===== config.mk =====
export PLATFORM = sky130hd
export DESIGN_NAME = rsa_modexp_core
export DESIGN_NICKNAME = d
export VERILOG_FILES = /design/src/rtl/rsa_modexp_core.sv
export SDC_FILE = /design/constraint.sdc
export NUM_CORES = 1
export LEC_CHECK = 0
export CORE_ASPECT_RATIO = 1.4
export CORE_MARGIN = 3
export CORE_UTILIZATION = 45
export CTS_CLUSTER_DIAMETER = 100
export DETAILED_ROUTE_END_ITERATION = 7
export GPL_TIMING_DRIVEN = 0
export PLACE_DENSITY = 0.77
export SYNTH_ARGS = -nofsm -noshare
export SYNTH_HDL_FRONTEND = slang
export SYNTH_SLANG_ARGS = --single-unit

===== constraint.sdc =====
create_clock -name clk -period 9.8 [get_ports clk]
set_clock_uncertainty 0.15 [all_clocks]
set_input_delay 2.94 -clock clk [delete_from_list [all_inputs] [get_ports clk]]
set_output_delay 2.94 -clock clk [all_outputs]
set_load 0.02 [all_outputs]

===== src/rtl/rsa_modexp_core.sv =====
// Montgomery modular exponentiation C = M^E mod P, bit-serial MonPro, left-to-right binary scan.
// Build option: define RSA_CONST_TIME_EN to run the multiply step for every exponent bit.
module rsa_modexp_core #(
    parameter int WIDTH = 8
) (
    input  logic             clk,
    input  logic             rst,
    input  logic             en,
    input  logic             start,
    input  logic [WIDTH-1:0] P,
    input  logic [WIDTH-1:0] E,
    input  logic [WIDTH-1:0] M,
    input  logic [WIDTH-1:0] Const,
    output logic             busy,
    output logic             eoc,
    output logic             err,
    output logic [WIDTH-1:0] C,
    output logic [2:0]       dbg_state_o
);

    localparam logic [2:0] IDLE  = 3'd0;
    localparam logic [2:0] LOAD  = 3'd1;
    localparam logic [2:0] PRE_M = 3'd2;
    localparam logic [2:0] PRE_A = 3'd3;
    localparam logic [2:0] SQR   = 3'd4;
    localparam logic [2:0] MUL   = 3'd5;
    localparam logic [2:0] POST  = 3'd6;

    localparam int CW = $clog2(WIDTH + 1);
    localparam int IW = $clog2(WIDTH);
    localparam int AW = WIDTH + 2;

    logic [2:0]       state_q, state_d;
    logic [WIDTH-1:0] p_q, p_d, e_q, e_d, m_q, m_d, k_q, k_d;
    logic [WIDTH-1:0] mbar_q, mbar_d, a_q, a_d, c_q, c_d;
    logic [AW-1:0]    acc_q, acc_d;
    logic [CW-1:0]    cnt_q, cnt_d;
    logic [IW-1:0]    idx_q, idx_d;
    logic             eoc_q, eoc_d, err_q, err_d;

    logic [WIDTH-1:0] op_a, op_b, mp_res;
    logic [AW-1:0]    p_ext, sum;
    logic             a_bit, e_bit, op_done;

    assign busy        = (state_q != IDLE);
    assign eoc         = eoc_q;
    assign err         = err_q;
    assign C           = c_q;
    assign dbg_state_o = state_q;

    always_comb begin
        state_d = state_q;
        p_d     = p_q;
        e_d     = e_q;
        m_d     = m_q;
        k_d     = k_q;
        mbar_d  = mbar_q;
        a_d     = a_q;
        c_d     = c_q;
        acc_d   = acc_q;
        cnt_d   = cnt_q;
        idx_d   = idx_q;
        eoc_d   = eoc_q;
        err_d   = err_q;

        // Operands come straight from the state; A is only rewritten at the end of a product.
        op_a = '0;
        op_b = '0;
        case (state_q)
            PRE_M:   begin op_a = m_q;        op_b = k_q;    end
            PRE_A:   begin op_a = WIDTH'(1);  op_b = k_q;    end
            SQR:     begin op_a = a_q;        op_b = a_q;    end
            MUL:     begin op_a = a_q;        op_b = mbar_q; end
            POST:    begin op_a = a_q;        op_b = WIDTH'(1); end
            default: begin op_a = '0;         op_b = '0;     end
        endcase

        a_bit   = |(op_a & (WIDTH'(1) << cnt_q));
        e_bit   = |(e_q & (WIDTH'(1) << idx_q));
        p_ext   = {2'b00, p_q};
        sum     = acc_q + (a_bit ? {2'b00, op_b} : '0);
        mp_res  = (acc_q >= p_ext) ? WIDTH'(acc_q - p_ext) : WIDTH'(acc_q);
        op_done = (cnt_q == CW'(WIDTH));

        case (state_q)
            IDLE: begin
                if (start) begin
                    p_d     = P;
                    e_d     = E;
                    m_d     = M;
                    k_d     = Const;
                    acc_d   = '0;
                    cnt_d   = '0;
                    eoc_d   = 1'b0;
                    err_d   = 1'b0;
                    state_d = LOAD;
                end
            end
            LOAD: begin
                // Montgomery reduction needs an odd modulus greater than one.
                if (!p_q[0] || p_q == WIDTH'(1)) begin
                    err_d   = 1'b1;
                    eoc_d   = 1'b1;
                    c_d     = '0;
                    state_d = IDLE;
                end else begin
                    state_d = PRE_M;
                end
            end
            default: begin
                if (!op_done) begin
                    acc_d = (sum + (sum[0] ? p_ext : '0)) >> 1;
                    cnt_d = cnt_q + CW'(1);
                end else begin
                    acc_d = '0;
                    cnt_d = '0;
                    case (state_q)
                        PRE_M: begin
                            mbar_d  = mp_res;
                            state_d = PRE_A;
                        end
                        PRE_A: begin
                            a_d     = mp_res;
                            idx_d   = IW'(WIDTH - 1);
                            state_d = SQR;
                        end
                        SQR: begin
                            a_d = mp_res;
`ifdef RSA_CONST_TIME_EN
                            state_d = MUL;
`else
                            if (e_bit) begin
                                state_d = MUL;
                            end else if (idx_q == '0) begin
                                state_d = POST;
                            end else begin
                                idx_d   = idx_q - IW'(1);
                                state_d = SQR;
                            end
`endif
                        end
                        MUL: begin
                            if (e_bit) begin
                                a_d = mp_res;
                            end
                            if (idx_q == '0) begin
                                state_d = POST;
                            end else begin
                                idx_d   = idx_q - IW'(1);
                                state_d = SQR;
                            end
                        end
                        POST: begin
                            c_d     = mp_res;
                            eoc_d   = 1'b1;
                            state_d = IDLE;
                        end
                        default: state_d = IDLE;
                    endcase
                end
            end
        endcase
    end

    always_ff @(posedge clk or posedge rst) begin
        if (rst) begin
            state_q <= IDLE;
            p_q     <= '0;
            e_q     <= '0;
            m_q     <= '0;
            k_q     <= '0;
            mbar_q  <= '0;
            a_q     <= '0;
            c_q     <= '0;
            acc_q   <= '0;
            cnt_q   <= '0;
            idx_q   <= '0;
            eoc_q   <= 1'b0;
            err_q   <= 1'b0;
        end else if (en) begin
            state_q <= state_d;
            p_q     <= p_d;
            e_q     <= e_d;
            m_q     <= m_d;
            k_q     <= k_d;
            mbar_q  <= mbar_d;
            a_q     <= a_d;
            c_q     <= c_d;
            acc_q   <= acc_d;
            cnt_q   <= cnt_d;
            idx_q   <= idx_d;
            eoc_q   <= eoc_d;
            err_q   <= err_d;
        end
    end

endmodule


==> results.cfg <==
[layout]
diodes = 0
fin_area_mm2 = 0.00584
fillers = 903
drive_gt1_share_pct = 17.5
final_nets = 604
regArea_mm2 = 0.00193
syn2layout_area_growth_pct = 20.4
postLayoutCoreUtil_pct = 55.8
multiInputGateArea_mm2 = 0.00275

[hold_path]
hold_path_end = mbar_q[1]
hold_path_depth = 2
hold_path_class = flop to flop
min_from = mbar_q[1]

[clocking]
h-tree-depth = 3
clock_latency_ns = 0.35
post_cts_buffers = 0
cts_root_buf = clkbuf_16
cts_max_path_buffers = 2
hold_buffers = 0
cts_tree = done
ctsResizeCount = 0
cts_buffers = 9
clock_sinks = 77
path_clk_slew_ns = 0.06

[route]
dr_total_vias = 3818
drc = 0
dr.pass1.iters = 5
routed_wirelength_um = 12000
wl_per_cell_um = 17.8
final_antenna_net_count = 0
viasPerCell = 5.66
drtIter0Drc = 248

[floorplan]
initial_core_util_pct = 46.3
io_pins = 50
die_x_um = 93.7
die_h_um = 129
core-area_mm2 = 0.0105
rows = 44
dieArea_mm2 = 0.0121

[synthesis]
synth_area_leaders = dfrtp_1 40%, mux2_2 12%, ha_1 8.8%
synthesis.area_mm2 = 0.00485
synth_area_per_cell_um2 = 10.3
async_reset_ff_share_pct = 100
yosys_warnings = 0
synthCells = 471
ys.flop_type = dfrtp_1
synth_top_area_cell = dfrtp_1
syn-num-nets = 544
synth_top_cell_area_share_pct = 39.8
ys_ff_latch = 77
synth_enable_flop_cells = 0
netlist_top_cells_count = 77 x dfrtp_1, 50 x mux2_2, 34 x ha_1, 34 x nor2_1, 33 x o21ai_0
ys_seq_area_share_pct = 39.8
synthDistinctLibCells = 61
post-synth-top-count-cell = dfrtp_1

[sta]
rsz0062_at_grt = false
fin_ws_ns = 4.36
final-setup-viol-count = 0
hold_slack_ns = 0.345
maxSlewViolCount = 0
setup_tns_ns = 0
tightest_slew_ns = 0.693
fin_crit_ns = 5.44
slew_headroom_pct = 53.4
fmax_mhz = 184
fin_crit_sh_pct = 55.5
hold_viol = 0

[setup_path]
ff2ff_setup_slack_ns = 4.85
crit_slowest_cell = clkdlybuf4s50_1
crit_fanout = 10
critPathArrivalTime_ns = 2.35
worstPathRequired_ns = 6.71
path_class = flop to output pin
rr_worst_depth = 20
start_kind = flop
reg2reg_from = cnt_q[0]
crit_family = buffers and inverters
timing.rr.end = acc_q[8]
cp_num_buf_inv = 3
cp_cell_sequence = buf_2 > buf_1 > or3_1 > clkdlybuf4s50_1
cp-end-kind = output pin
max_stage_delay_ns = 0.60

[global_routing]
grt_pass1_wl_um = 19800
grtUsageTotal_pct = 21.3
antenna_found_initial = 0
grt_overflow = 0
grt_pass1_vias = 3987
grt_max_degree = 53

[placed_design]
port_buffers = 48
pre_cts_slack_ns = 4.71
placed_cell_area_mm2 = 0.00553
hpwl_um = 9230
globalplace.congestion = 0.972

[power]
peakVddDrop_uv = 198
total_leakage_power_nw = 2.68
pwr_density_cell_mw_per_mm2 = 311

[status]
status = finished clean

[job]
drv_cap = 0
[stage by stage]
step           cells  power (mW)
2_1_floorplan    471        1.23
3_3_place_gp     657        1.43
3_5_place_dp     658        1.47
4_1_cts          674        1.82
5_1_grt          674        1.94
6_report         674        1.82
[placed cells by master, fill, tap and decap left out, drive strengths merged, types with 3 or more instances in the layout]
cell           Yosys  routed
a21oi             28      28
nor2              38      38
and2              10      10
dfrtp             77      77
ha                34      34
o21ai             35      35
nand2             32      32
a22o              11      11
mux2i              9       9
xor2               6       6
a211oi             4       4
fa                 3       3
mux2              52      52
nand4              7       7
and3               3       3
nand2b             3       3
a21o               6       6
clkbuf             6      15
a22oi              6       6
buf               10      11
nand3             11      11
clkdlybuf4s50      0      48
inv               25      29
o211ai             7       7
xnor2             11      11
nor2b              6       6
[per-layer routing]
layer	up-vias	wire length, µm	GRT usage (%)
li1	1817	-	-
met1	1882	4400	23.4
met2	96	6830	40.3
met3	23	435	2.92
met4	0	342	9.10
met5	-	0	0
[how the worst max path moves through the flow]
| stage | start | endpoint | slack, ns | cells after the start |
|---|---|---|---|---|
| after global routing | dbg_state_o[0] | busy | 4.22 | 4 |
| after detailed placement | dbg_state_o[0] | busy | 4.71 | 4 |
| after CTS | dbg_state_o[0] | busy | 4.33 | 4 |
| after global placement | rst | C[0] | 3.55 | 2 |
| final | dbg_state_o[0] | busy | 4.36 | 4 |
| after floorplan | rst | C[0] | 4.74 | 1 |
[logic make-up after synthesis]
kind of cell               after synthesis  synth area share, %
AOI/OAI and AO/OA                      116                 16.7
and+or+nand+nor                        122                 12.7
adders and majority gates               37                 10.0
DFF                                     77                 39.8
xor gates and xnor gates                17                 3.07
buffers and inverters                   41                 3.61
muxes                                   61                 14.1
[power by group]
part           internal [mW]  switching, mW  total (mW)
Sequential             0.406         0.0935       0.500
Clock                  0.202          0.146       0.348
Combinational          0.432          0.538       0.970
Total                   1.04          0.778        1.82
[final cells by class]
class	instances	area share (%)
sequential	77	33.0
tap	138	2.96
inverter	25	1.74
buffer	16	1.31
clock inverter	7	1.39
multi-input combinational	353	47.0
timing repair buffer	49	8.70
clock buffer	9	3.86
[state kept, by name, summed over array words and instances (netlist names)]
name         cells
p_q              8
a_q              8
C                8
acc_q            9
idx_q            3
err              1
e_q              8
dbg_state_o      3
k_q              8
m_q              8
eoc              1
mbar_q           8
cnt_q            4
[worst min-delay path: cells and delay by family, from the launching register on]
family           cells  cell delay (ns)
AO/OA/AOI/OAI        1             0.06
flip-flops           1             0.35
AND/OR/NAND/NOR      1             0.05
No activity file was read; power rests on OpenSTA's default activity.
